--- config.mk ---
export PLATFORM = sky130hd
export DESIGN_NAME = elevator_bank_controller
export DESIGN_NICKNAME = d
export VERILOG_FILES = /design/src/rtl/elevator_pkg.sv /design/src/rtl/elevator_car.sv /design/src/rtl/elevator_bank_controller.sv
export SDC_FILE = /design/constraint.sdc
export NUM_CORES = 1
export LEC_CHECK = 0
export CORE_ASPECT_RATIO = 1.5
export CORE_MARGIN = 2
export CORE_UTILIZATION = 35
export CTS_BUF_LIST = sky130_fd_sc_hd__clkbuf_4 sky130_fd_sc_hd__clkbuf_8 sky130_fd_sc_hd__clkbuf_16
export CTS_CLUSTER_SIZE = 24
export DETAILED_ROUTE_END_ITERATION = 8
export HOLD_SLACK_MARGIN = 0.02
export PLACE_DENSITY = 0.59
export RECOVER_POWER = 100
export SYNTH_ARGS = -nofsm -noshare
export SYNTH_HDL_FRONTEND = slang
export SYNTH_SLANG_ARGS = --single-unit
export TNS_END_PERCENT = 50
--- constraint.sdc ---
create_clock -name clk -period 12.98 [get_ports clk]
set_clock_uncertainty 0.15 [all_clocks]
set_input_delay 1.947 -clock clk [delete_from_list [all_inputs] [get_ports clk]]
set_output_delay 1.947 -clock clk [all_outputs]
set_load 0.01 [all_outputs]
--- src/rtl/elevator_pkg.sv ---
// Shared types and helpers for the elevator bank.
//   sim_state_t : global simulation phase driven by the sequencer
//   car_state_t : per-car controller state
//   abs_diff    : unsigned distance used by the dispatch cost
package elevator_pkg;

  typedef enum logic [1:0] {
    START  = 2'd0,
    SIM    = 2'd1,
    PAUSE  = 2'd2,
    ENDING = 2'd3
  } sim_state_t;

  typedef enum logic [1:0] {
    IDLE = 2'd0,
    MOVE = 2'd1,
    DOOR = 2'd2
  } car_state_t;

  // Wide enough for |pos - 2f| + 2*NUM_FLOORS with NUM_FLOORS <= 16.
  localparam int unsigned CostW = 8;

  function automatic logic [CostW-1:0] abs_diff(input logic [CostW-1:0] a,
                                                input logic [CostW-1:0] b);
    return (a > b) ? (a - b) : (b - a);
  endfunction

endpackage

--- src/rtl/elevator_car.sv ---
// Single elevator car: IDLE/MOVE/DOOR controller with timed half-floor travel, door dwell and
// LOOK direction selection.
//   clk_i, rst_ni  : clock, asynchronous active-low reset
//   en_i           : advance FSM and counters this cycle
//   pend_i         : pending stops for this car, one bit per floor
//   press_i        : raw presses that concern this car (own panel | hall buttons)
//   pos_o          : position in half floors
//   dir_o          : 1 = up, 0 = down
//   door_o         : door open
//   moving_o       : car is in MOVE
//   serve_floor_o  : one-hot strobe, floor being served on this edge (DOOR entry)
//   door_at_o      : one-hot floor where the door is currently open
module elevator_car
  import elevator_pkg::*;
#(
  parameter int unsigned NUM_FLOORS    = 6,
  parameter int unsigned TRAVEL_CYCLES = 4,
  parameter int unsigned DOOR_CYCLES   = 8,
  localparam int unsigned POS_W        = $clog2(2 * NUM_FLOORS - 1)
) (
  input  logic                  clk_i,
  input  logic                  rst_ni,
  input  logic                  en_i,
  input  logic [NUM_FLOORS-1:0] pend_i,
  input  logic [NUM_FLOORS-1:0] press_i,
  output logic [POS_W-1:0]      pos_o,
  output logic                  dir_o,
  output logic                  door_o,
  output logic                  moving_o,
  output logic [NUM_FLOORS-1:0] serve_floor_o,
  output logic [NUM_FLOORS-1:0] door_at_o
);

  localparam int unsigned CntMax = (TRAVEL_CYCLES > DOOR_CYCLES) ? TRAVEL_CYCLES : DOOR_CYCLES;
  localparam int unsigned CntW   = $clog2(CntMax + 1);
  localparam logic [POS_W-1:0] PosTop = POS_W'(2 * (NUM_FLOORS - 1));

  car_state_t      state_q, state_d;
  logic [POS_W-1:0] pos_q, pos_d;
  logic             dir_q, dir_d;
  logic [CntW-1:0]  cnt_q, cnt_d;

  logic [POS_W-1:0]      pos_step, eval_pos, fpos, dist_up, dist_dn;
  logic [NUM_FLOORS-1:0] here_oh;
  logic                  pend_above, pend_below, pend_here, press_here;

  always_comb begin
    state_d       = state_q;
    pos_d         = pos_q;
    dir_d         = dir_q;
    cnt_d         = cnt_q;
    serve_floor_o = '0;
    pos_step      = dir_q ? (pos_q + 1'b1) : (pos_q - 1'b1);
    // In MOVE, decisions are taken against the position being stepped into.
    eval_pos      = (state_q == MOVE) ? pos_step : pos_q;
    fpos          = '0;
    here_oh       = '0;
    pend_above    = 1'b0;
    pend_below    = 1'b0;
    dist_up       = '1;
    dist_dn       = '1;

    for (int f = 0; f < NUM_FLOORS; f++) begin
      fpos = POS_W'(2 * f);
      here_oh[f] = (fpos == eval_pos);
      if (pend_i[f] && (fpos > eval_pos)) begin
        pend_above = 1'b1;
        if ((fpos - eval_pos) < dist_up) dist_up = fpos - eval_pos;
      end
      if (pend_i[f] && (fpos < eval_pos)) begin
        pend_below = 1'b1;
        if ((eval_pos - fpos) < dist_dn) dist_dn = eval_pos - fpos;
      end
    end
    pend_here  = |(pend_i & here_oh);
    press_here = |(press_i & here_oh);

    if (en_i) begin
      case (state_q)
        IDLE: begin
          cnt_d = '0;
          if (pend_here) begin
            state_d       = DOOR;
            serve_floor_o = here_oh;
          end else if (pend_above || pend_below) begin
            state_d = MOVE;
            // Equidistant targets leave dir unchanged.
            if (pend_above && (!pend_below || (dist_up < dist_dn))) begin
              dir_d = 1'b1;
            end else if (pend_below && (!pend_above || (dist_dn < dist_up))) begin
              dir_d = 1'b0;
            end
          end
        end
        MOVE: begin
          if (cnt_q == CntW'(TRAVEL_CYCLES - 1)) begin
            cnt_d = '0;
            pos_d = pos_step;
            if (!pos_step[0]) begin
              if (pend_here) begin
                state_d       = DOOR;
                serve_floor_o = here_oh;
              end else if (dir_q ? pend_above : pend_below) begin
                dir_d = dir_q;
              end else if (dir_q ? pend_below : pend_above) begin
                dir_d = ~dir_q;
              end else begin
                state_d = IDLE;
              end
            end
          end else begin
            cnt_d = cnt_q + 1'b1;
          end
        end
        DOOR: begin
          if (press_here) begin
            cnt_d = '0;
          end else if (cnt_q == CntW'(DOOR_CYCLES - 1)) begin
            state_d = IDLE;
            cnt_d   = '0;
          end else begin
            cnt_d = cnt_q + 1'b1;
          end
        end
        default: state_d = IDLE;
      endcase
    end

    // At the shaft ends the only way out is toward the interior.
    if (pos_d == '0) begin
      dir_d = 1'b1;
    end else if (pos_d == PosTop) begin
      dir_d = 1'b0;
    end
  end

  always_ff @(posedge clk_i or negedge rst_ni) begin
    if (!rst_ni) begin
      state_q <= IDLE;
      pos_q   <= '0;
      dir_q   <= 1'b1;
      cnt_q   <= '0;
    end else begin
      state_q <= state_d;
      pos_q   <= pos_d;
      dir_q   <= dir_d;
      cnt_q   <= cnt_d;
    end
  end

  assign pos_o     = pos_q;
  assign dir_o     = dir_q;
  assign door_o    = (state_q == DOOR);
  assign moving_o  = (state_q == MOVE);
  assign door_at_o = (state_q == DOOR) ? here_oh : '0;

endmodule

--- src/rtl/elevator_bank_controller.sv ---
// N-car elevator bank: request capture, hall-call latching and cost-based hall dispatch around a
// set of elevator_car instances.
//   clk, rst    : clock, asynchronous active-low reset
//   simState    : START/SIM/PAUSE/ENDING, cars advance only in SIM
//   car_dest    : car-panel presses, NUM_FLOORS bits per car
//   hall_req    : shared hall-call presses
//   half_pos    : per-car position in half floors, POS_W bits per car
//   directions  : per-car direction, 1 = up
//   door_open   : per-car door open
//   hall_lit    : latched, unserved hall calls
module elevator_bank_controller
  import elevator_pkg::*;
#(
  parameter int unsigned NUM_CARS      = 2,
  parameter int unsigned NUM_FLOORS    = 6,
  parameter int unsigned TRAVEL_CYCLES = 4,
  parameter int unsigned DOOR_CYCLES   = 8,
  localparam int unsigned POS_W        = $clog2(2 * NUM_FLOORS - 1)
) (
  input  logic                           clk,
  input  logic                           rst,
  input  logic [1:0]                     simState,
  input  logic [NUM_CARS*NUM_FLOORS-1:0] car_dest,
  input  logic [NUM_FLOORS-1:0]          hall_req,
  output logic [NUM_CARS*POS_W-1:0]      half_pos,
  output logic [NUM_CARS-1:0]            directions,
  output logic [NUM_CARS-1:0]            door_open,
  output logic [NUM_FLOORS-1:0]          hall_lit
);

  localparam int unsigned CarW = (NUM_CARS > 1) ? $clog2(NUM_CARS) : 1;

  sim_state_t sim;
  logic       en, start;

  assign sim   = sim_state_t'(simState);
  assign en    = (sim == SIM);
  assign start = (sim == START);

  logic [NUM_FLOORS-1:0] pend_q [NUM_CARS];
  logic [NUM_FLOORS-1:0] pend_d [NUM_CARS];
  logic [NUM_FLOORS-1:0] serve  [NUM_CARS];
  logic [NUM_FLOORS-1:0] door_at[NUM_CARS];
  logic [POS_W-1:0]      pos    [NUM_CARS];
  logic [NUM_CARS-1:0]   moving;

  logic [NUM_FLOORS-1:0] hall_lit_q, hall_lit_d;
  logic [NUM_FLOORS-1:0] asg_q, asg_d;  // hall calls already handed to a car

  for (genvar c = 0; c < NUM_CARS; c++) begin : g_car
    elevator_car #(
      .NUM_FLOORS   (NUM_FLOORS),
      .TRAVEL_CYCLES(TRAVEL_CYCLES),
      .DOOR_CYCLES  (DOOR_CYCLES)
    ) u_car (
      .clk_i        (clk),
      .rst_ni       (rst),
      .en_i         (en),
      .pend_i       (pend_q[c]),
      .press_i      (car_dest[c*NUM_FLOORS +: NUM_FLOORS] | hall_req),
      .pos_o        (pos[c]),
      .dir_o        (directions[c]),
      .door_o       (door_open[c]),
      .moving_o     (moving[c]),
      .serve_floor_o(serve[c]),
      .door_at_o    (door_at[c])
    );
    assign half_pos[c*POS_W +: POS_W] = pos[c];
  end

  logic [NUM_FLOORS-1:0] serve_any, absorb, cand, asg_floor, asg_oh;
  logic                  found, away;
  logic [CostW-1:0]      tgt_pos, pos_ext, cost, best_cost;
  logic [CarW-1:0]       best_car;

  always_comb begin
    serve_any = '0;
    absorb    = '0;
    for (int c = 0; c < NUM_CARS; c++) begin
      serve_any = serve_any | serve[c];
      absorb    = absorb | door_at[c];
    end

    // Floors being served this edge are not offered to another car.
    cand      = hall_lit_q & ~asg_q & ~serve_any;
    asg_floor = '0;
    found     = 1'b0;
    tgt_pos   = '0;
    for (int f = 0; f < NUM_FLOORS; f++) begin
      if (en && cand[f] && !found) begin
        found        = 1'b1;
        asg_floor[f] = 1'b1;
        tgt_pos      = CostW'(2 * f);
      end
    end

    // Strict '<' keeps the lowest index on equal cost.
    best_cost = '1;
    best_car  = '0;
    pos_ext   = '0;
    cost      = '0;
    away      = 1'b0;
    for (int c = 0; c < NUM_CARS; c++) begin
      pos_ext = CostW'(pos[c]);
      away    = moving[c] && ((directions[c] && (pos_ext > tgt_pos)) ||
                              (!directions[c] && (pos_ext < tgt_pos)));
      cost    = abs_diff(pos_ext, tgt_pos) + (away ? CostW'(2 * NUM_FLOORS) : '0);
      if (cost < best_cost) begin
        best_cost = cost;
        best_car  = CarW'(c);
      end
    end

    // Serve clears win over same-cycle sets; presses at an open door are absorbed.
    asg_oh = '0;
    for (int c = 0; c < NUM_CARS; c++) begin
      asg_oh    = (found && (best_car == CarW'(c))) ? asg_floor : '0;
      pend_d[c] = start ? '0 :
                  (pend_q[c] | (car_dest[c*NUM_FLOORS +: NUM_FLOORS] & ~door_at[c]) | asg_oh) &
                  ~serve[c];
    end
    hall_lit_d = start ? '0 : (hall_lit_q | (hall_req & ~absorb)) & ~serve_any;
    asg_d      = (asg_q | asg_floor) & hall_lit_d;
  end

  always_ff @(posedge clk or negedge rst) begin
    if (!rst) begin
      for (int c = 0; c < NUM_CARS; c++) pend_q[c] <= '0;
      hall_lit_q <= '0;
      asg_q      <= '0;
    end else begin
      for (int c = 0; c < NUM_CARS; c++) pend_q[c] <= pend_d[c];
      hall_lit_q <= hall_lit_d;
      asg_q      <= asg_d;
    end
  end

  assign hall_lit = hall_lit_q;

endmodule

### Word level (Yosys, flattened, before mapping)

Index checks and enable logic that the tools add are counted.

* register bits: 46
* input port bits: 22
* output and inout port bits: 18
* logic and storage cells: 456

* $add $sub $neg: 34
* $lt $le $gt $ge: 58
* equal/unequal tests: 51
* mux-type cells: 179
* bitwise operators: 33
* reductions and logical operators: 89

Operators by type and width (count)
* 4-bit two-way mux: 66
* 4-bit less-than comparator: 24
* 6-bit two-way mux: 15
* 6-bit AND: 13
* 1-bit two-way mux: 64
* 6-bit OR: 10
* 8-bit two-way mux: 6
* 4-bit != test, second input constant: 12
* 1-bit logical AND: 47
* 6-bit inverter: 7
* 2-bit two-way mux: 19
* 4-bit case mux with 3 select lines: 2
* 6-bit case mux with 2 select lines: 2
* 6-bit OR reduction: 4
* 10-bit AND reduction: 2
* 4-bit by 1-bit adder with 4-bit output, second input constant: 4
* 8-bit by 4-bit adder with 8-bit output: 2
* 3-bit by 4-bit == test with 1-bit output, first input constant: 4
* 4-bit == test, first input constant: 4
* 3-bit by 4-bit > comparator with 1-bit output, first input constant: 4
* 4-bit > comparator, first input constant: 4
* 4-bit by 8-bit > comparator with 1-bit output: 2
* 4-bit zero test: 4
* 3-bit by 4-bit less-than comparator with 1-bit output, first input constant: 4
* other kinds (41): 119

### Depth between registers and ports, before layout

Gate-level depths: netlist of run 1.

* depth after elaboration: 47
* mapped depth: 53
* mapped depth without buffers: 52

### By module

From an unflattened synthesis of run 1, not the netlist that was laid out.

* cell total of the unflattened synthesis: 1046
* area total of the unflattened synthesis: 8331.7 µm²

Modules (own cells, without submodules)
* elevator_car at g_car[0].u_car: instances 1, cells an instance 387, area each 3036.7 µm², sequential area each 276.5 µm²
* elevator_car at g_car[1].u_car: instances 1, cells an instance 412, area each 3036.7 µm², sequential area each 276.5 µm²
* elevator_bank_controller: instances 1, cells an instance 247, area each 2258.4 µm², sequential area each 600.6 µm²

### Least setup slack after synthesis of run 1

No wires, ideal clock.

* kind: flip-flop to flip-flop
* from: register g_car[0].u_car.pos_q[0]
* to: register g_car[0].u_car.dir_q
* setup time: 0.077 ns
* arrival time: 8.872 ns
* required time: 12.753 ns
* setup slack: 3.880 ns
* stages on the path, launching flop included: 49
* buffers on the path: 2
* period minus slack after synthesis: 9.100 ns
* cells stage by stage: dfrtp_1 > inv_1 > fa_1 > mux2i_1 > inv_1 > clkbuf_1 > ha_1 > clkbuf_1 > nand2_1 > o21ai_0 > nor2_1 > ha_1 > a211oi_1 > o221ai_1 > nand2_1 > o21ai_0 > ha_1 > a21oi_1 > (+13 left out) > nor2_1 > nor3_1 > o31a_1 > mux2_1 > ha_1 > a21o_1 > a211oi_1 > o21ai_1 > o21ai_0 > nand2_1 > o21ai_1 > ha_1 > nor2b_1 > o21ai_0 > nand2b_1 > a2111oi_0 > a2111oi_0 > a31oi_1

* longest elaborated chain between the ends: 32
* elaborated cells between the ends (all ways): 129
* those cells by class: add/sub: 13; order compare: 26; eq/ne: 14; mux: 50; bitwise: 1; reduce/logical: 25

RTL lines
* start: declaration: line elevator_car.sv:39 `logic [POS_W-1:0] pos_q, pos_d;`
* start signal: assignment: line elevator_car.sv:145 `pos_q <= pos_d;`
* 4-bit by 1-bit subtractor with 4-bit output / 4-bit by 1-bit adder with 4-bit output (equally long branches): line elevator_car.sv:53 `pos_step = dir_q ? (pos_q + 1'b1) : (pos_q - 1'b1);`
* 4-bit two-way mux: line elevator_car.sv:53
* 4-bit two-way mux: line elevator_car.sv:55 `eval_pos = (state_q == MOVE) ? pos_step : pos_q;`
* 1-bit by 4-bit subtractor with 4-bit output: line elevator_car.sv:68 `if ((fpos - eval_pos) < dist_up) dist_up = fpos - eval_pos;`
* 4-bit less-than comparator: line elevator_car.sv:68
* 4-bit two-way mux: line elevator_car.sv:68
* 4-bit two-way mux: line elevator_car.sv:66 `if (pend_i[f] && (fpos > eval_pos)) begin`
* 4-bit less-than comparator: line elevator_car.sv:68
* (+16 left out)
* 1-bit logical AND: line elevator_car.sv:88 `if (pend_above && (!pend_below || (dist_up < dist_dn))) begin`
* 1-bit two-way mux: line elevator_car.sv:88
* 1-bit two-way mux: line elevator_car.sv:85 `end else if (pend_above || pend_below) begin`
* 1-bit two-way mux: line elevator_car.sv:82 `if (pend_here) begin`
* 1-bit case mux with 2 select lines: line elevator_car.sv:79 `case (state_q)`
* 1-bit two-way mux: line elevator_car.sv:78 `if (en_i) begin`
* 1-bit two-way mux: line elevator_car.sv:132 `end else if (pos_d == PosTop) begin`
* 1-bit two-way mux: line elevator_car.sv:130 `if (pos_d == '0) begin`
* end signal: assignment: line elevator_car.sv:146 `dir_q <= dir_d;`
* end: declaration: line elevator_car.sv:40 `logic dir_q, dir_d;`

Parallel ways exist; a longest one is shown, timed or not. The select of a mux whose other input is x is not followed.
A chain may end at the register's enable or synchronous reset.

### Final worst setup path of run 1

* from: register g_car[0].u_car.dir_q
* to: register g_car[0].u_car.dir_q

* longest elaborated chain between the ends: 31
* elaborated cells between the ends (all ways): 133
* those cells by class: add/sub: 11; order compare: 26; eq/ne: 14; mux: 55; bitwise: 2; reduce/logical: 25

RTL lines (line)
* 4-bit two-way mux: elevator_car.sv:53
* 4-bit two-way mux: elevator_car.sv:55
* 1-bit by 4-bit subtractor with 4-bit output: elevator_car.sv:68
* 4-bit less-than comparator: elevator_car.sv:68
* 4-bit two-way mux: elevator_car.sv:68
* 4-bit two-way mux: elevator_car.sv:66
* 4-bit less-than comparator: elevator_car.sv:68
* 4-bit two-way mux: elevator_car.sv:68
* (+15 left out)
* 1-bit logical AND: elevator_car.sv:88
* 1-bit two-way mux: elevator_car.sv:88
* 1-bit two-way mux: elevator_car.sv:85
* 1-bit two-way mux: elevator_car.sv:82
* 1-bit case mux with 2 select lines: elevator_car.sv:79
* 1-bit two-way mux: elevator_car.sv:78
* 1-bit two-way mux: elevator_car.sv:132
* 1-bit two-way mux: elevator_car.sv:130

Parallel ways exist; a longest one is shown, timed or not. The select of a mux whose other input is x is not followed.

==> key figures, run 1 <==
Worst setup path
  – Data arrival time of the worst path: 11.15 ns
  – Critical Path Source: g_car[0].u_car.dir_o
  – Crit-path max FO: 31
  – R2r startpoint: g_car[0].u_car.dir_o
  – CP dominant cell by count: ha_1
  – Crit path capture type: flip-flop
  – CP startpoint kind: flip-flop
  – Critical-path top delay cell: dfstp_1
  – CP max stage delay: 0.72 ns
  – WS Path Type: reg2reg
  – WP data required: 13.05 ns

Floorplan
  – Die Ht: 188 um
  – I/O pin total: 40
  – Die ar.: 23900 sq um
  – Die Wd: 127 um
  – Core ar.: 22300 sq um
  – # rows: 67
  – Initial Util: 35.5%

Place
  – Final GP Congestion: 0.925
  – Detailed placement HPWL: 19.4 mm
  – Pre-CTS setup slack: 2.21 ns
  – Cell Count Post-Placement: 1308
  – PortBufs: 39

Cells and area
  – Finished Layout Cells: 1316
  – Fraction of layout cells with a size suffix above 1: 5.48%
  – Commonest non-fill, non-tap cells in the layout: ha_1 (120), inv_1 (91), nand2_1 (87)
  – Commonest non-fill, non-tap cell in the layout: ha_1
  – Layout Area Growth over Synthesis: 9.16%
  – Fin nets: 1193
  – Ant. Diodes: 0

Route
  – Vias: 7656
  – WL/cell: 18.2 um
  – Residual DRC: 0
  – Initial DRC count: 608
  – Post-route ant nets: 0
  – Pre-antenna DRT Iters: 5
  – Avg Vias per Cell: 5.82
  – Final WL: 24.0 mm

STA
  – Final worst slack: 1.90 ns
  – Slew Viols, Final: 47
  – Final setup fails: 0
  – Fin crit period: 11.08 ns
  – Setup TNS: 0 ns
  – Max Fclk: 0.0903 GHz
  – Final Cycle Share: 85.4%
  – Final hold slack: 0.338 ns
  – Final Hold Fails: 0
  – Slew Limit Headroom: -78.6%
  – Worst Max-Slew Pin Slew: 2.68 ns
  – Unrepaired setup endpoints after global routing: false

Clock network
  – Max Root-Sink Buffers: 2
  – Worst skew pair latency: 0.29 ns
  – Setup bufs post-CTS: 0
  – CTS tree: yes
  – Reg clk slew, reported paths: 0.07 ns
  – H-Tree Depth: 2
  – CTS buffer count: 5
  – Clk root buf: clkbuf_16
  – Hold Buf Count CTS: 0
  – CTS Sinks: 46
  – Post-cts resize count: 0

Synth
  – Most used DFF post-synth: dfrtp_1
  – Sequential fraction of the synthesis area: 14.6%
  – Seq cells post-synth: 46
  – Post-Synthesis Cells: 1030
  – Mapped Area: 7930 sq um
  – Avg Synthesized Cell Area: 7.69 sq um
  – Yosys warning count: 0
  – Ys async rst share: 100%
  – Cell variety after synth: 84
  – Mapped Nets: 1184
  – EDFF count, synth: 0

Outcome
  – Failing checks: max-capacitance violations, max-slew violations
  – Outcome: finished with violations

Run
  – Max Cap Violations: 1

Global routing
  – GRT Util Overall: 19.9%
  – First-pass GRT wire length: 38.5 mm
  – Largest net degree at the start of global routing: 47
  – GR Overflow Total: 0
  – Vias in the first global route: 7541
  – Initial antenna violation count: 0

Hold path
  – Worst min-delay path class: reg2reg
  – Hold Startpoint: asg_q[0]
-- worst max-delay path: cells and delay by family, from the launching register on --
| kind | cells | cell delay (ns) |
|---|---|---|
| flip-flops | 1 | 0.72 |
| AO/OA/AOI/OAI | 21 | 4.63 |
| AND/OR/NAND/NOR | 11 | 2.09 |
| buffers and inverters | 5 | 1.10 |
| adder cells (fa/ha/maj) | 7 | 1.94 |
| multiplexers | 1 | 0.36 |
-- final timing paths --
path                                           end  slack [ns]  cells past startpoint
setup / recovery              g_car[0].u_car.dir_o        1.90                     45
hold / removal                            asg_q[0]        0.34                      1
setup reg to reg              g_car[0].u_car.dir_o        1.90                     45
hold reg to reg                           asg_q[0]        0.34                      1
max in group asynchronous                pend_q[4]        8.71                      2
min in group asynchronous  g_car[0].u_car.pos_o[3]        2.44                      2
-- per-stage QoR --
stage	util, %	area [sq um]
final	38.8	8650
after global routing	38.8	8650
after global placement	38.1	8500
after floorplan	-	7930
after CTS	38.9	8680
after detailed placement	38.1	8500
-- final cells by class --
| type | instances | area (sq um) |
|---|---|---|
| fillers | 2335 | 13600 |
| multi-input cells | 847 | 6200 |
| flip-flops and latches | 46 | 1150 |
| repair buffers | 44 | 419 |
| inverters | 95 | 360 |
| well taps | 276 | 345 |
| clock buffers | 7 | 146 |
| clock inverters | 1 | 30.0 |
-- routing by layer --
| layer | routed length, um | global-route usage (%) | vias to the layer above |
|---|---|---|---|
| met5 | 0 | 0 | - |
| met1 | 9270 | 21.1 | 3638 |
| met3 | 595 | 1.08 | 67 |
| met4 | 1210 | 10.2 | 0 |
| li1 | - | - | 3748 |
| met2 | 12900 | 38.9 | 203 |
-- cells in the mapped netlist (23+ instances only) --
cell type / n / area, sq um
nand3_1: 39 / 195
nor2_1: 86 / 323
dfrtp_1: 44 / 1100
ha_1: 120 / 1500
nand2_1: 86 / 323
xnor2_1: 27 / 236
inv_1: 90 / 338
o21ai_0: 63 / 315
a21o_1: 23 / 173
nor3_1: 29 / 145
a21oi_1: 55 / 275
-- flip-flops by register name, summed over array words and instances (netlist names) --
name / flops
pend_q: 12
g_car.u_car.cnt_q: 8
g_car.u_car.pos_o: 8
asg_q: 6
hall_lit: 6
g_car.u_car.state_q: 4
g_car.u_car.dir_o: 2
-- cells by family (layout without fill, tap and decap cells) --
| group | after synthesis | count (layout) | share of synthesized area [%] |
|---|---|---|---|
| simple gates | 357 | 357 | 22.7 |
| compound gates | 280 | 280 | 23.8 |
| buf+inv | 137 | 147 | 6.93 |
| fa+ha+maj | 132 | 132 | 22.0 |
| mux | 47 | 47 | 6.63 |
| flops | 46 | 46 | 14.6 |
| xor+xnor | 31 | 31 | 3.43 |
Power of run 1 is left out: the tool's default activity adds up to more than one toggle a clock period on the data nets, which glitch-free logic cannot reach.
==> run 2: changes to the inputs <==
Settings changed: ABC_CLOCK_PERIOD_IN_PS set to 12980, SYNTH_HIERARCHICAL set to 1.
==> run 2 against run 1 <==
Against the previous run:
- the flow still finishes with violations (max-capacitance violations, max-slew violations)
- wire length up 0.92%
- register-to-register slack worse by 0.40 ns
- die area rose by 5.0%
- highest routed layer unchanged
- maximum frequency shrank 3.5%
- sequential share of layout area shrank 0.74 points
==> key figures, run 2 <==
Clock network
  – CTS Sinks: 46 (unchanged)
  – Hold Buf Count CTS: 0 (unchanged)
  – Setup bufs post-CTS: 0 (unchanged)
  – Worst skew pair latency: 0.30 ns (was 0.29 ns)
  – H-Tree Depth: 2 (unchanged)
  – Max Root-Sink Buffers: 2 (unchanged)
  – Post-cts resize count: 0 (unchanged)
  – Reg clk slew, reported paths: 0.07 ns (about the same)
  – CTS tree: yes (unchanged)
  – Clk root buf: clkbuf_16 (unchanged)
  – CTS buffer count: 5 (unchanged)

Synth
  – Post-synthesis adder-cell area fraction: 22.7% (was 22.0%)
  – Main area contributors after synthesis: ha_1 (20%), dfrtp_1 (13%), inv_1 (5.1%), a21oi_1 (4.1%), nand2_1 (3.7%) (was ha_1 (19%), dfrtp_1 (14%), inv_1 (4.3%), nand2_1 (4.1%), nor2_1 (4.1%))
  – Mapped Area: 8330 sq um (was 7930 sq um)
  – Main combinational cell family by area after synthesis: compound AO/OA/AOI/OAI gates (unchanged)
  – Post-synth top cells: ha_1 (131), inv_1 (113), nand2_1 (83) (was ha_1 (120), inv_1 (90), nand2_1 (86), nor2_1 (86), o21ai_0 (63))
  – EDFF count, synth: 0 (unchanged)
  – Sequential fraction of the synthesis area: 13.8% (was 14.6%)
  – Post-Synthesis Cells: 1046 (was 1030)
  – Simple-Gate Fraction of Synth Area: 22.2% (was 22.7%)
  – Cell variety after synth: 103 (was 84)
  – Avg Synthesized Cell Area: 7.97 sq um (was 7.69 sq um)
  – Yosys warning count: 6 (was 0)
  – Seq cells post-synth: 46 (unchanged)
  – Top-count cell post-synth: ha_1 (unchanged)
  – Synth top area share: 19.7% (was 18.9%)
  – XOR/XNOR share of the synthesized area: 2.84% (was 3.43%)
  – Mapped Nets: 1211 (was 1184)
  – Post-synthesis compound-gate area fraction: 24.4% (was 23.8%)
  – Ys async rst share: 100% (unchanged)
  – Post-synthesis mux area share: 7.12% (was 6.63%)
  – Most used DFF post-synth: dfrtp_1 (unchanged)
  – Synth area leader: ha_1 (unchanged)

Cells and area
  – Ant. Diodes: 0 (unchanged)
  – Reg with most FFs: pend_q (unchanged)
  – Commonest non-fill, non-tap cells in the layout: ha_1 (131), inv_1 (115), nand2_1 (83) (was ha_1 (120), inv_1 (91), nand2_1 (87))
  – Max FFs per register: 12 (unchanged)
  – Fraction of layout cells with a size suffix above 1: 7.82% (was 5.48%)
  – Fin nets: 1238 (was 1193)
  – Commonest non-fill, non-tap cell in the layout: ha_1 (unchanged)
  – Layout Area Growth over Synthesis: 9.90% (was 9.16%)

Worst setup path
  – CP dominant cell by count: ha_1 (unchanged)
  – Critical-path top delay cell: ha_1 (was dfstp_1)
  – Crit path capture type: flip-flop (unchanged)
  – R2R Path End: g_car[1].u_car/dir_o (was g_car[0].u_car.dir_o)
  – Data arrival time of the worst path: 11.56 ns (was 11.15 ns)
  – CP max stage delay: 0.58 ns (was 0.72 ns)
  – Crit-path max FO: 19 (was 31)
  – WP data required: 13.06 ns (was 13.05 ns)
  – R2R cell count: 52 (was 45)
  – Worst Path Buf+Inv: 5 (unchanged)
  – R2R setup slack: 1.50 ns (was 1.90 ns)
  – WS Path Type: reg2reg (unchanged)
  – CP delay by family, top: compound AO/OA/AOI/OAI gates (unchanged)
  – R2r startpoint: g_car[1].u_car/state_q[1] (was g_car[0].u_car.dir_o)
  – CP startpoint kind: flip-flop (unchanged)

Global routing
  – GR Overflow Total: 0 (unchanged)
  – Vias in the first global route: 7889 (was 7541)
  – Initial antenna violation count: 1 (was 0)
  – GRT Util Overall: 19.9% (about the same)
  – Largest net degree at the start of global routing: 47 (unchanged)
  – First-pass GRT wire length: 40.1 mm (was 38.5 mm)

Route
  – Initial DRC count: 440 (was 608)
  – WL/cell: 17.4 um (was 18.2 um)
  – Post-route ant nets: 0 (unchanged)
  – Residual DRC: 0 (unchanged)
  – Vias: 7837 (was 7656)
  – Avg Vias per Cell: 5.63 (was 5.82)
  – Final WL: 24.2 mm (was 24.0 mm)
  – Pre-antenna DRT Iters: 4 (was 5)

Floorplan
  – Core ar.: 23600 sq um (was 22300 sq um)
  – # rows: 69 (was 67)
  – I/O pin total: 40 (unchanged)
  – Die Wd: 130 um (was 127 um)
  – Die ar.: 25100 sq um (was 23900 sq um)
  – Initial Util: 35.4% (was 35.5%)
  – Die Ht: 193 um (was 188 um)

Hold path
  – Hold EP: g_car[0].u_car/cnt_q[3] (was asg_q[0])
  – Worst min-delay path class: reg2reg (unchanged)
  – Hold Startpoint: g_car[0].u_car/cnt_q[3] (was asg_q[0])
  – Hold depth: 1 (unchanged)

Outcome
  – Failing checks: max-capacitance violations, max-slew violations (unchanged)
  – Outcome: finished with violations (unchanged)

STA
  – Slew Limit Headroom: -73.2% (was -78.6%)
  – Final Cycle Share: 88.5% (was 85.4%)
  – Max Fclk: 0.0871 GHz (was 0.0903 GHz)
  – Unrepaired setup endpoints after global routing: false (unchanged)
  – Setup TNS: 0 ns (unchanged)
  – Worst Max-Slew Pin Slew: 2.60 ns (was 2.68 ns)
  – Fin crit period: 11.48 ns (was 11.08 ns)
  – Final Hold Fails: 0 (unchanged)
  – Final setup fails: 0 (unchanged)
  – Slew Viols, Final: 47 (unchanged)

Run
  – Max Cap Violations: 1 (unchanged)

Place
  – Final GP Congestion: 0.855 (was 0.925)
  – PortBufs: 39 (unchanged)
  – Detailed placement HPWL: 19.9 mm (was 19.4 mm)
-- run 2: cell type report --
| class | count | area [sq um] |
|---|---|---|
| clock buffers | 5 | 125 |
| clock inverters | 3 | 43.8 |
| fillers | 2417 | 14400 |
| inverters | 117 | 444 |
| multi-input cells | 858 | 6560 |
| flip-flops and latches | 46 | 1150 |
| well taps | 319 | 399 |
| repair buffers | 45 | 427 |
-- run 2: through the flow --
step | area [sq um] | cells | hold WS (ns) | util (%) | setup slack, ns
after floorplan | 8330 | 1046 | 0.309 | - | 2.65
after global placement | 9030 | 1385 | 0.341 | 38.3 | 1.93
after detailed placement | 9030 | 1385 | 0.360 | 38.3 | 1.61
after CTS | 9200 | 1393 | 0.369 | 39.0 | 1.58
after global routing | 9160 | 1393 | 0.384 | 38.8 | 0.540
final | 9160 | 1393 | 0.360 | 38.8 | 1.50
-- run 2: cell families (layout without fill, tap and decap cells) --
| family | after synthesis | after routing |
|---|---|---|
| muxes | 53 | 53 |
| adders and majority gates | 144 | 144 |
| and+or+nand+nor | 348 | 348 |
| AOI/OAI and AO/OA | 286 | 286 |
| xor gates and xnor gates | 27 | 27 |
| DFF | 46 | 46 |
| buffers and inverters | 142 | 170 |
-- run 2: worst max path at each step --
stage / depth (start not counted) / startpoint / slack [ns] / end
floorplan: 50 / g_car[1].u_car/pos_o[0] / 2.65 / g_car[1].u_car/dir_o
global placement: 51 / g_car[1].u_car/dir_o / 1.93 / g_car[1].u_car/dir_o
detailed placement: 52 / g_car[1].u_car/state_q[1] / 1.61 / g_car[1].u_car/dir_o
CTS: 52 / g_car[1].u_car/state_q[1] / 1.58 / g_car[1].u_car/dir_o
global route: 51 / g_car[1].u_car/pos_o[0] / 0.54 / g_car[1].u_car/dir_o
finish: 52 / g_car[1].u_car/state_q[1] / 1.50 / g_car[1].u_car/dir_o
-- run 2: routing by layer --
layer | up-vias | track usage (%) | share of wire [%] | wire length (um)
met5 | - | 0 | 0 | 0
met4 | 0 | 8.52 | 4.1 | 984
met3 | 56 | 1.46 | 2.6 | 631
met2 | 132 | 38.7 | 54 | 13100
met1 | 3796 | 21.9 | 39 | 9530
li1 | 3853 | - | - | -
Power of run 2 is left out for the same reason.
==> run 3: changes to the inputs <==
Settings changed: CORE_UTILIZATION 35 to 63, PLACE_DENSITY 0.59 to 0.91, SKIP_CTS_REPAIR_TIMING set to 1.
==> run 3 against run 2 <==
Against the previous run:
- the run still ends with max-capacitance violations, max-slew violations left
- via count up 4.5%
- wire length down 5.3%
- first-iteration DRC count up 68%
- register-to-register slack worse by 0.34 ns
- worst setup slack worse by 0.34 ns
- core utilization up 30 points
- critical path depth down 2
- design area down 2.4%
- sequential share of layout area up 0.31 points
- count of clock-buffer cells in the layout up 1
- final cell count down 12%
- largest cell class unchanged
- highest routed layer unchanged
==> key figures, run 3 (same netlist as run 2, synthesis figures left out) <==
Route
  – Metal3 WL: 1.08 mm (was 631 um)
  – Pre-antenna DRT Iters: 5 (was 4)
  – Avg Vias per Cell: 6.64 (was 5.63)
  – Post-route ant nets: 0 (unchanged)
  – WL/cell: 18.6 um (was 17.4 um)
  – Final WL: 22.9 mm (was 24.2 mm)
  – Initial DRC count: 741 (was 440)
  – Top routing layer in use: met4 (unchanged)
  – Met2 wire len: 12.2 mm (was 13.1 mm)
  – WL met1: 8.30 mm (was 9.53 mm)
  – Vias: 8186 (was 7837)
  – Residual DRC: 0 (unchanged)

Clock network
  – CTS buffer count: 5 (unchanged)
  – CTS tree: yes (unchanged)
  – Worst skew pair latency: 0.29 ns (was 0.30 ns)
  – CTS Sinks: 46 (unchanged)
  – Reg clk slew, reported paths: 0.06 ns (was 0.07 ns)
  – Clk root buf: clkbuf_16 (unchanged)
  – H-Tree Depth: 2 (unchanged)
  – Max Root-Sink Buffers: 2 (unchanged)

STA
  – Max Fclk: 0.0845 GHz (was 0.0871 GHz)
  – Slew Limit Headroom: -66.9% (was -73.2%)
  – Final Cycle Share: 91.1% (was 88.5%)
  – Final setup fails: 0 (unchanged)
  – Final hold slack: 0.361 ns (was 0.360 ns)
  – Fin crit period: 11.83 ns (was 11.48 ns)
  – Final Hold Fails: 0 (unchanged)
  – Unrepaired setup endpoints after global routing: false (unchanged)
  – Worst Max-Slew Pin Slew: 2.50 ns (was 2.60 ns)
  – Slew Viols, Final: 47 (unchanged)
  – Setup TNS: 0 ns (unchanged)

Worst setup path
  – R2R Path End: g_car[1].u_car/dir_o (unchanged)
  – CP dominant cell by count: ha_1 (unchanged)
  – R2R setup slack: 1.15 ns (was 1.50 ns)
  – Critical Path Source: g_car[1].u_car/dir_o (was g_car[1].u_car/state_q[1])
  – WS Path Type: reg2reg (unchanged)
  – Data arrival time of the worst path: 11.91 ns (was 11.56 ns)
  – Critical-path top delay cell: dfstp_1 (was ha_1)
  – WP data required: 13.06 ns (about the same)
  – CP max stage delay: 0.74 ns (was 0.58 ns)
  – R2R cell count: 50 (was 52)
  – CP startpoint kind: flip-flop (unchanged)
  – R2r startpoint: g_car[1].u_car/dir_o (was g_car[1].u_car/state_q[1])
  – Crit-path max FO: 15 (was 19)
  – Crit path capture type: flip-flop (unchanged)

Outcome
  – Outcome: finished with violations (unchanged)
  – Failing checks: max-capacitance violations, max-slew violations (unchanged)

Place
  – PortBufs: 39 (unchanged)
  – Final GP Congestion: 0.974 (was 0.855)
  – Detailed placement HPWL: 18.2 mm (was 19.9 mm)

Global routing
  – GRT Util Overall: 32.3% (was 19.9%)
  – Initial antenna violation count: 0 (was 1)
  – First-pass GRT wire length: 38.0 mm (was 40.1 mm)
  – Largest net degree at the start of global routing: 47 (unchanged)
  – Vias in the first global route: 8076 (was 7889)
  – GR Overflow Total: 0 (unchanged)

Cells and area
  – Commonest non-fill, non-tap cells in the layout: ha_1 (131), inv_1 (114), nand2_1 (83) (was ha_1 (131), inv_1 (115), nand2_1 (83))
  – Reg with most FFs: pend_q (unchanged)
  – Commonest non-fill, non-tap cell in the layout: ha_1 (unchanged)
  – Fin nets: 1237 (was 1238)
  – Layout Area Growth over Synthesis: 7.22% (was 9.90%)
  – Max FFs per register: 12 (unchanged)
  – Fraction of layout cells with a size suffix above 1: 7.55% (was 7.82%)
  – Ant. Diodes: 0 (unchanged)

Hold path
  – Hold EP: g_car[0].u_car/cnt_q[3] (unchanged)
  – Hold Startpoint: g_car[0].u_car/cnt_q[3] (unchanged)
  – Worst min-delay path class: reg2reg (unchanged)
  – Hold depth: 1 (unchanged)

Floorplan
  – # rows: 51 (was 69)
  – Initial Util: 64.3% (was 35.4%)
  – Die ar.: 14200 sq um (was 25100 sq um)
  – Die Ht: 145 um (was 193 um)
  – I/O pin total: 40 (unchanged)
  – Die Wd: 97.9 um (was 130 um)
  – Core ar.: 13000 sq um (was 23600 sq um)

Run
  – Max Cap Violations: 1 (unchanged)
## run 3: layout make-up
class	instances	area [sq um]
clock buffer	6	133
tap	159	199
fill	1014	4020
timing repair buffer	44	419
inverter	117	444
sequential	46	1150
clock inverter	2	37.5
multi-input combinational	858	6550
## run 3: how the worst max path moves through the flow
stage | endpoint | depth (start not counted)
after floorplan | g_car[1].u_car/dir_o | 50
after global placement | g_car[1].u_car/dir_o | 50
after detailed placement | g_car[1].u_car/dir_o | 51
after CTS | g_car[1].u_car/dir_o | 52
after global routing | g_car[1].u_car/dir_o | 50
final | g_car[1].u_car/dir_o | 50
## run 3: worst max-delay path: cells and delay by family (launching register included)
family	cells	cell delay, ns
flops	1	0.74
compound gates	20	3.87
mux	4	1.35
simple gates	14	2.29
fa+ha+maj	8	2.53
buf+inv	4	0.82
## run 3: per-stage QoR
stage	cell area, sq um	worst slack (ns)	util (%)	instances
2_1_floorplan	8330	2.65	-	1046
4_1_cts	9000	1.61	69.4	1232
5_1_grt	8930	0.334	69.0	1232
6_report	8930	1.15	69.0	1232
3_5_place_dp	8830	1.65	68.1	1224
3_3_place_gp	8830	2.07	68.1	1224
## run 3: per-layer routing
metal  vias to the layer above  GRT usage, %
li1                       3850             -
met1                      3883          33.9
met2                       346          62.0
met3                       107          2.79
met4                         0          19.4
met5                         -             0
Power of run 3 is left out for the same reason.
